===== src/rtl/popcount_pkg.sv =====
// popcount_pkg: shared FSM state type and width helper for the sequential popcount block.
//   count_width(w) - bits needed to hold any count from 0 to w inclusive
package popcount_pkg;

    typedef enum logic [1:0] {
        IDLE = 2'd0,
        BUSY = 2'd1,
        DONE = 2'd2
    } state_e;

    function automatic int count_width(input int w);
        return $clog2(w + 1);
    endfunction

endpackage


===== src/rtl/popcount_lut.sv =====
// popcount_lut: combinational population count of one CHUNK-bit slice.
//   bits  - input slice
//   count - number of set bits in the slice, 0..CHUNK
module popcount_lut #(
    parameter int CHUNK = 4
) (
    input  logic [CHUNK-1:0]               bits,
    output logic [$clog2(CHUNK+1)-1:0]     count
);

    localparam int CW = $clog2(CHUNK + 1);

    always_comb begin
        count = '0;
        for (int i = 0; i < CHUNK; i++) begin
            count = count + CW'(bits[i]);
        end
    end

endmodule


===== src/rtl/popcount_seq.sv =====
// popcount_seq: counts the ones (or zeros) of a WIDTH-bit word, CHUNK bits per clock.
//   clk, rst              - clock and asynchronous active-high reset
//   in_valid / in_ready   - input handshake; a word is accepted only in IDLE
//   bits, count_zeros     - word to count and mode (1 = count zeros), sampled at accept
//   out_valid / out_ready - result handshake; the result is held in DONE until taken
//   count                 - accumulator, meaningful while out_valid is high
//   busy                  - high while chunks are being counted
module popcount_seq
    import popcount_pkg::*;
#(
    parameter int WIDTH = 12,
    parameter int CHUNK = 4
) (
    input  logic                              clk,
    input  logic                              rst,
    input  logic                              in_valid,
    output logic                              in_ready,
    input  logic [WIDTH-1:0]                  bits,
    input  logic                              count_zeros,
    output logic                              out_valid,
    input  logic                              out_ready,
    output logic [count_width(WIDTH)-1:0]     count,
    output logic                              busy
);

    localparam int NCHUNK  = WIDTH / CHUNK;
    localparam int COUNT_W = count_width(WIDTH);
    localparam int LUT_W   = $clog2(CHUNK + 1);
    localparam int CNT_W   = $clog2(NCHUNK + 1);

    if (CHUNK < 1 || CHUNK > WIDTH || (WIDTH % CHUNK) != 0) begin : g_bad_params
        $error("popcount_seq: WIDTH must be a positive multiple of CHUNK");
    end

    state_e             state_q, state_d;
    logic [WIDTH-1:0]   shreg_q, shreg_d;
    logic [COUNT_W-1:0] acc_q,   acc_d;
    logic [CNT_W-1:0]   cnt_q,   cnt_d;
    logic [LUT_W-1:0]   lut_cnt;

    popcount_lut #(.CHUNK(CHUNK)) u_lut (
        .bits  (shreg_q[CHUNK-1:0]),
        .count (lut_cnt)
    );

    always_ff @(posedge clk or posedge rst) begin
        if (rst) begin
            state_q <= IDLE;
            shreg_q <= '0;
            acc_q   <= '0;
            cnt_q   <= '0;
        end else begin
            state_q <= state_d;
            shreg_q <= shreg_d;
            acc_q   <= acc_d;
            cnt_q   <= cnt_d;
        end
    end

    // Zero counting is done by inverting the word once at accept, so the
    // datapath only ever counts ones.
    always_comb begin
        state_d = state_q;
        shreg_d = shreg_q;
        acc_d   = acc_q;
        cnt_d   = cnt_q;
        case (state_q)
            IDLE: begin
                if (in_valid) begin
                    state_d = BUSY;
                    shreg_d = count_zeros ? ~bits : bits;
                    acc_d   = '0;
                    cnt_d   = '0;
                end
            end
            BUSY: begin
                acc_d   = acc_q + COUNT_W'(lut_cnt);
                shreg_d = shreg_q >> CHUNK;
                cnt_d   = cnt_q + 1'b1;
                if (cnt_q == CNT_W'(NCHUNK - 1)) state_d = DONE;
            end
            DONE: begin
                if (out_ready) state_d = IDLE;
            end
            default: state_d = IDLE;
        endcase
    end

    assign in_ready  = (state_q == IDLE);
    assign busy      = (state_q == BUSY);
    assign out_valid = (state_q == DONE);
    assign count     = acc_q;

endmodule


===== config.mk =====
export PLATFORM = sky130hd
export DESIGN_NAME = popcount_seq
export DESIGN_NICKNAME = d
export VERILOG_FILES = /design/src/rtl/popcount_pkg.sv /design/src/rtl/popcount_lut.sv /design/src/rtl/popcount_seq.sv
export SDC_FILE = /design/constraint.sdc
export NUM_CORES = 1
export LEC_CHECK = 0
export BUFFER_PORTS_ARGS = -buffer_cell sky130_fd_sc_hd__buf_2
export CORE_ASPECT_RATIO = 0.9
export CORE_UTILIZATION = 42
export DETAILED_ROUTE_END_ITERATION = 8
export GPL_TIMING_DRIVEN = 0
export PLACE_DENSITY_LB_ADDON = 0.1
export SLEW_MARGIN = 20
export SYNTH_ARGS = -nofsm -noshare
export SYNTH_HDL_FRONTEND = slang
export SYNTH_SLANG_ARGS = --single-unit

===== constraint.sdc =====
create_clock -name clk -period 3.9 [get_ports clk]
set_input_delay 0.195 -clock clk [delete_from_list [all_inputs] [get_ports clk]]
set_output_delay 0.195 -clock clk [all_outputs]
set_load 0.02 [all_outputs]

# Word level (Yosys, flattened, before mapping)
# Cells that the tools add are included.
[word_totals]
word_cells = 31
input_bits = 17
register_bits = 20
[op_classes]
n_reduce_logical = 4
addsub = 5
muxes = 11
eq_ne = 6
n_bitwise = 1
[op_table]
columns = ["op", "n"]
rows = [
  ["12-bit two-way mux", 2],
  ["12-bit case mux with 2 select lines", 1],
  ["12-bit inverter", 1],
  ["2-bit two-way mux", 4],
  ["4-bit case mux with 2 select lines", 1],
  ["3-bit by 1-bit adder with 3-bit output", 2],
  ["2-bit case mux with 3 select lines", 1],
  ["4-bit by 3-bit adder with 4-bit output", 1],
  ["2-bit equality test (second input constant)", 2],
  ["4-bit two-way mux", 1],
  ["2-bit by 1-bit inequality test with 1-bit output (second input constant)", 2],
  ["2-bit case mux with 2 select lines", 1],
  ["3-bit AND reduction", 1],
  ["1-bit by 1-bit adder with 2-bit output", 1],
  ["2-bit by 1-bit adder with 2-bit output (second input constant)", 1],
  ["2-bit by 1-bit equality test with 1-bit output (second input constant)", 1],
  ["2-bit logical NOT", 1],
  ["2-bit inequality test (second input constant)", 1],
  ["2-bit AND reduction", 1],
  ["2-bit nonzero test", 1],
]

# Longest topological paths before layout
[depth]
word_depth = 5
ltp_mapped = 9
ltp_nobuf = 9

# Hierarchy
# A second synthesis with hierarchy kept.
[hier_totals]
hier_cells = 111
area_unflattened_um2 = 1168.6
[modules_own_cells]
columns = ["mod", "area_each_um2", "instances", "cells_each"]
rows = [
  ["popcount_seq", 1123.6, 1, 108],
  ["popcount_lut", 45.0, 1, 3],
]

# Worst setup path after synthesis
# Ideal clock, no wire load.
[synth_path]
path_kind = "register to register"
startpoint = "reg shreg_q[0]"
endpoint = "reg acc_q[3] (netlist: count[3])"
synth_period_minus_slack_ns = 2.193
stages_incl_launch_ff = 10
t_arrival_ns = 2.069
setup_slack_ns = 1.707
required_ns = 3.776
setup_time_ns = 0.124
path_cell_list = "dfrtp_1 > ha_1 > inv_1 > fa_1 > inv_1 > ha_1 > ha_1 > nand3_1 > and4_1 > a211o_1"
[synth_between]
elab_chain_len = 5
[synth_lines]
columns = ["element", "line", "text"]
rows = [
  ["from (decl)", "popcount_seq.sv:36", "logic [WIDTH-1:0] shreg_q, shreg_d;"],
  ["from (signal assigned)", "popcount_seq.sv:54", "shreg_q <= shreg_d;"],
  ["1-bit by 1-bit adder with 2-bit output", "popcount_lut.sv:16", "count = count + CW'(bits[i]);"],
  ["3-bit by 1-bit adder with 3-bit output (2 in series)", "popcount_lut.sv:16", ""],
  ["4-bit by 3-bit adder with 4-bit output", "popcount_seq.sv:77", "acc_d = acc_q + COUNT_W'(lut_cnt);"],
  ["4-bit case mux with 2 select lines", "popcount_seq.sv:67", "case (state_q)"],
  ["to (signal assigned)", "popcount_seq.sv:50", "acc_q <= '0;"],
  ["to (signal assigned)", "popcount_seq.sv:55", "acc_q <= acc_d;"],
  ["to (decl)", "popcount_seq.sv:37", "logic [COUNT_W-1:0] acc_q, acc_d;"],
]
# No other way between the ends.
# A chain may end at the register's enable or synchronous reset.

# Worst setup path after layout
[layout_path]
startpoint = "reg shreg_q[1]"
endpoint = "reg acc_q[3] (netlist: count[3])"
# The elaborated chain is that of the path after synthesis.

==> flow_summary_export.csv <==
group,metric,value,unit
status,status,"finished clean",
synth,ys_warn_count,0,
finish,syn_to_final_growth,16.8,%
synth,synth_top_area_share,41.7,%
global_routing,first_global_vias,918,
sta,fmax,433,MHz
run,max_cap_viol_count,0,
global_routing,antenna_found_initial,0,
power_and_ir_drop,p_sw_share,43.5,%
synth,synth_top_area_cell,"dfrtp_1",
critical_path,crit_fanout,3,
finish,nFillCells,276,
critical_path,worst_setup_path_start_kind,"flop",
power_and_ir_drop,pwr-share-seq,32.8,%
critical_path,arrival,2.52,ns
sta,fin_crit_sh,59.3,%
finish,finalInstanceArea,0.00140,mm2
power_and_ir_drop,p_comb_share,56.7,%
synth,synth.distinct_cells,28,
sta,clock_skew,0.00532,ns
finish,nets,169,
sta,setup_viol,0,
place,place_congestion,0.708,
clocking,cts_sinks,20,
sta,relSlewSlack,46.4,%
clocking,cts_resized,0,
sta,tightest_slew,0.802,ns
global_routing,grt_max_degree,21,
clocking,clkLatencyLatePin,0.30,ns
power_and_ir_drop,powerDensity,833,mW/mm2
power_and_ir_drop,leakagePower,0.679,nW
finish,antenna_cells,0,
synth,avgSynthCellArea,10.3,um2
floorplanning,die-area,0.00307,mm2
power_and_ir_drop,total_power,1.17,mW
floorplanning,dieHeight,52.7,um
critical_path,end_kind,"flop",
global_routing,overflow,0,
power_and_ir_drop,power.internal,0.659,mW
sta,rsz0062_at_grt,"false",
place,port_buffers,23,
sta,worst_slack,1.59,ns
drt,drc,0,
clocking,clock_tree.buffer_depth,2,
floorplanning,coreArea,0.00273,mm2
min_path,hold_class,"primary input to asynchronous set/reset pin",
synth,syn_nets,141,
synth,synth_area,0.00120,mm2
sta,slew_viol_final,0,
global_routing,grt_pass1_wl,3.96,mm
drt,routed-via-count,941,
synth,synthTopCellsByCount,"dfrtp_1 (20), inv_1 (14), a21oi_1 (10), xnor2_1 (8)",
clocking,htreeDepth,1,
place,detailed_place_hpwl,1.82,mm
clocking,post_cts_buffers,0,
power_and_ir_drop,vdd_drop_max,0.340,mV
drt,drtIter0Drc,28,
floorplanning,boundaryPins,24,
drt,ant_nets,0,
drt,drt_wl_total,2.46,mm
power_and_ir_drop,switching_power,0.508,mW
clocking,cts-root-buf,"clkbuf_4",
sta,fin_tns_setup,0,ns
place,place_ws,1.60,ns
synth,synth-main-ff-cell,"dfrtp_1",
floorplanning,fp.dieW,58.3,um
floorplanning,rows,18,
synth,synth_area_leaders,"dfrtp_1 (42%), ha_1 (6.3%), xnor2_1 (5.8%)",
sta,min_period,2.31,ns
finish,drive_gt1_share,25.9,%
synth,synth.most_common_cell,"dfrtp_1",
clocking,cts-buffers-inserted,3,
synth,postSynthCellCount,116,
global_routing,grt_use_total,17.7,%
power_and_ir_drop,p_clk_share,10.5,%
critical_path,cp_data_required_time,4.10,ns
clocking,cts_hold_buf,0,
drt,vias_per_cell,5.14,
synth,seq_area_frac_synth,41.7,%
sta,finalHoldViolations,0,
place,postPlaceCellArea,0.00137,mm2
drt,detail_route.wl_per_cell,13.4,um
clocking,clkTransAtPathRegs,0.12,ns
synth,synthArstFlopShare,100,%
clocking,cts_tree,"yes",
synth,synth_enable_flop_cells,0,
synth,ys_ff_latch,20,
drt,dr.pass1.iters,4,
critical_path,path_class,"flop to flop",
floorplanning,initial_core_util,44.0,%
sequential cells by signal (all words and copies together) (netlist names):
register  cells
cnt_q         2
state_q       2
count         4
shreg_q      12
cells in the final DEF (no fill, tap or decap):
| cell | n |
|---|---|
| a211o_1 | 1 |
| a211oi_1 | 1 |
| a21oi_1 | 10 |
| a22o_1 | 5 |
| a2bb2oi_1 | 1 |
| a31oi_1 | 1 |
| and2_4 | 1 |
| and4_1 | 1 |
| buf_2 | 24 |
| buf_4 | 1 |
| buf_6 | 3 |
| clkbuf_4 | 3 |
| clkbuf_8 | 1 |
| dfrtp_1 | 20 |
| fa_1 | 2 |
| ha_1 | 6 |
| inv_1 | 14 |
| inv_2 | 1 |
| nand2_1 | 5 |
| nand2b_4 | 1 |
| nand3_1 | 1 |
| nor2_1 | 3 |
| nor2b_1 | 3 |
| nor2b_2 | 1 |
| o21ai_0 | 5 |
| o21bai_4 | 1 |
| o22ai_1 | 7 |
| o2bb2ai_1 | 7 |
| xnor2_1 | 8 |
| xor2_1 | 5 |
kinds of logic after synthesis:
| logic type | Yosys count | synth area share (%) |
|---|---|---|
| simple gates | 16 | 7.82 |
| compound gates | 39 | 22.8 |
| flops | 20 | 41.7 |
| xor+xnor | 13 | 9.49 |
| buf+inv | 20 | 8.55 |
| fa+ha+maj | 8 | 9.59 |
metrics by stage:
step | cells | hold slack, ns | utilization (%)
2_1_floorplan | 116 | 0.159 | -
3_3_place_gp | 179 | 0.388 | 50.1
3_5_place_dp | 179 | 0.392 | 50.1
4_1_cts | 183 | 0.0415 | 51.4
5_1_grt | 183 | 0.0656 | 51.4
6_report | 183 | 0.0219 | 51.4
final timing paths:
check,from,end,slack (ns),cells past startpoint
setup / recovery,shreg_q[1],count[3],1.59,9
hold / removal,rst,cnt_q[0],0.02,2
setup reg to reg,shreg_q[1],count[3],1.59,9
hold reg to reg,cnt_q[1],cnt_q[1],0.51,2
max in group asynchronous,rst,shreg_q[11],3.38,2
min in group clk,out_ready,state_q[1],0.17,3
critical path: stages, from the launching register on:
cell and delay (ns):
dfrtp_1 0.43, ha_1 0.28, inv_1 0.04, fa_1 0.35, inv_1 0.06, ha_1 0.24
ha_1 0.28, nand3_1 0.08, and4_1 0.20, a211o_1 0.25
power groups by stage:
stage	Combinational, mW	Sequential [mW]	Clock [mW]
after global routing	0.765	0.396	0.138
final	0.662	0.382	0.123
after CTS	0.679	0.381	0.128
after detailed placement	0.676	0.386	0
after floorplan	0.498	0.387	0
after global placement	0.650	0.381	0
routing by layer:
metal,GRT usage [%],vias up,wire [um]
met5,0,-,0
met4,3.57,0,10
met1,20.6,457,1150
met3,5.19,2,70
met2,32.4,21,1240
li1,-,461,-
final cells by class:
cell class	instances	area, um2	share of cell area, %
Buffer	5	46.3	3.30
Clock buffer	4	36.3	2.59
Inverter	15	56.3	4.02
Multi-Input combinational cell	76	597	42.6
Sequential cell	20	500	35.7
Tap cell	40	50.0	3.57
Timing Repair Buffer	23	115	8.21
(Power assumes the default switching activity.)
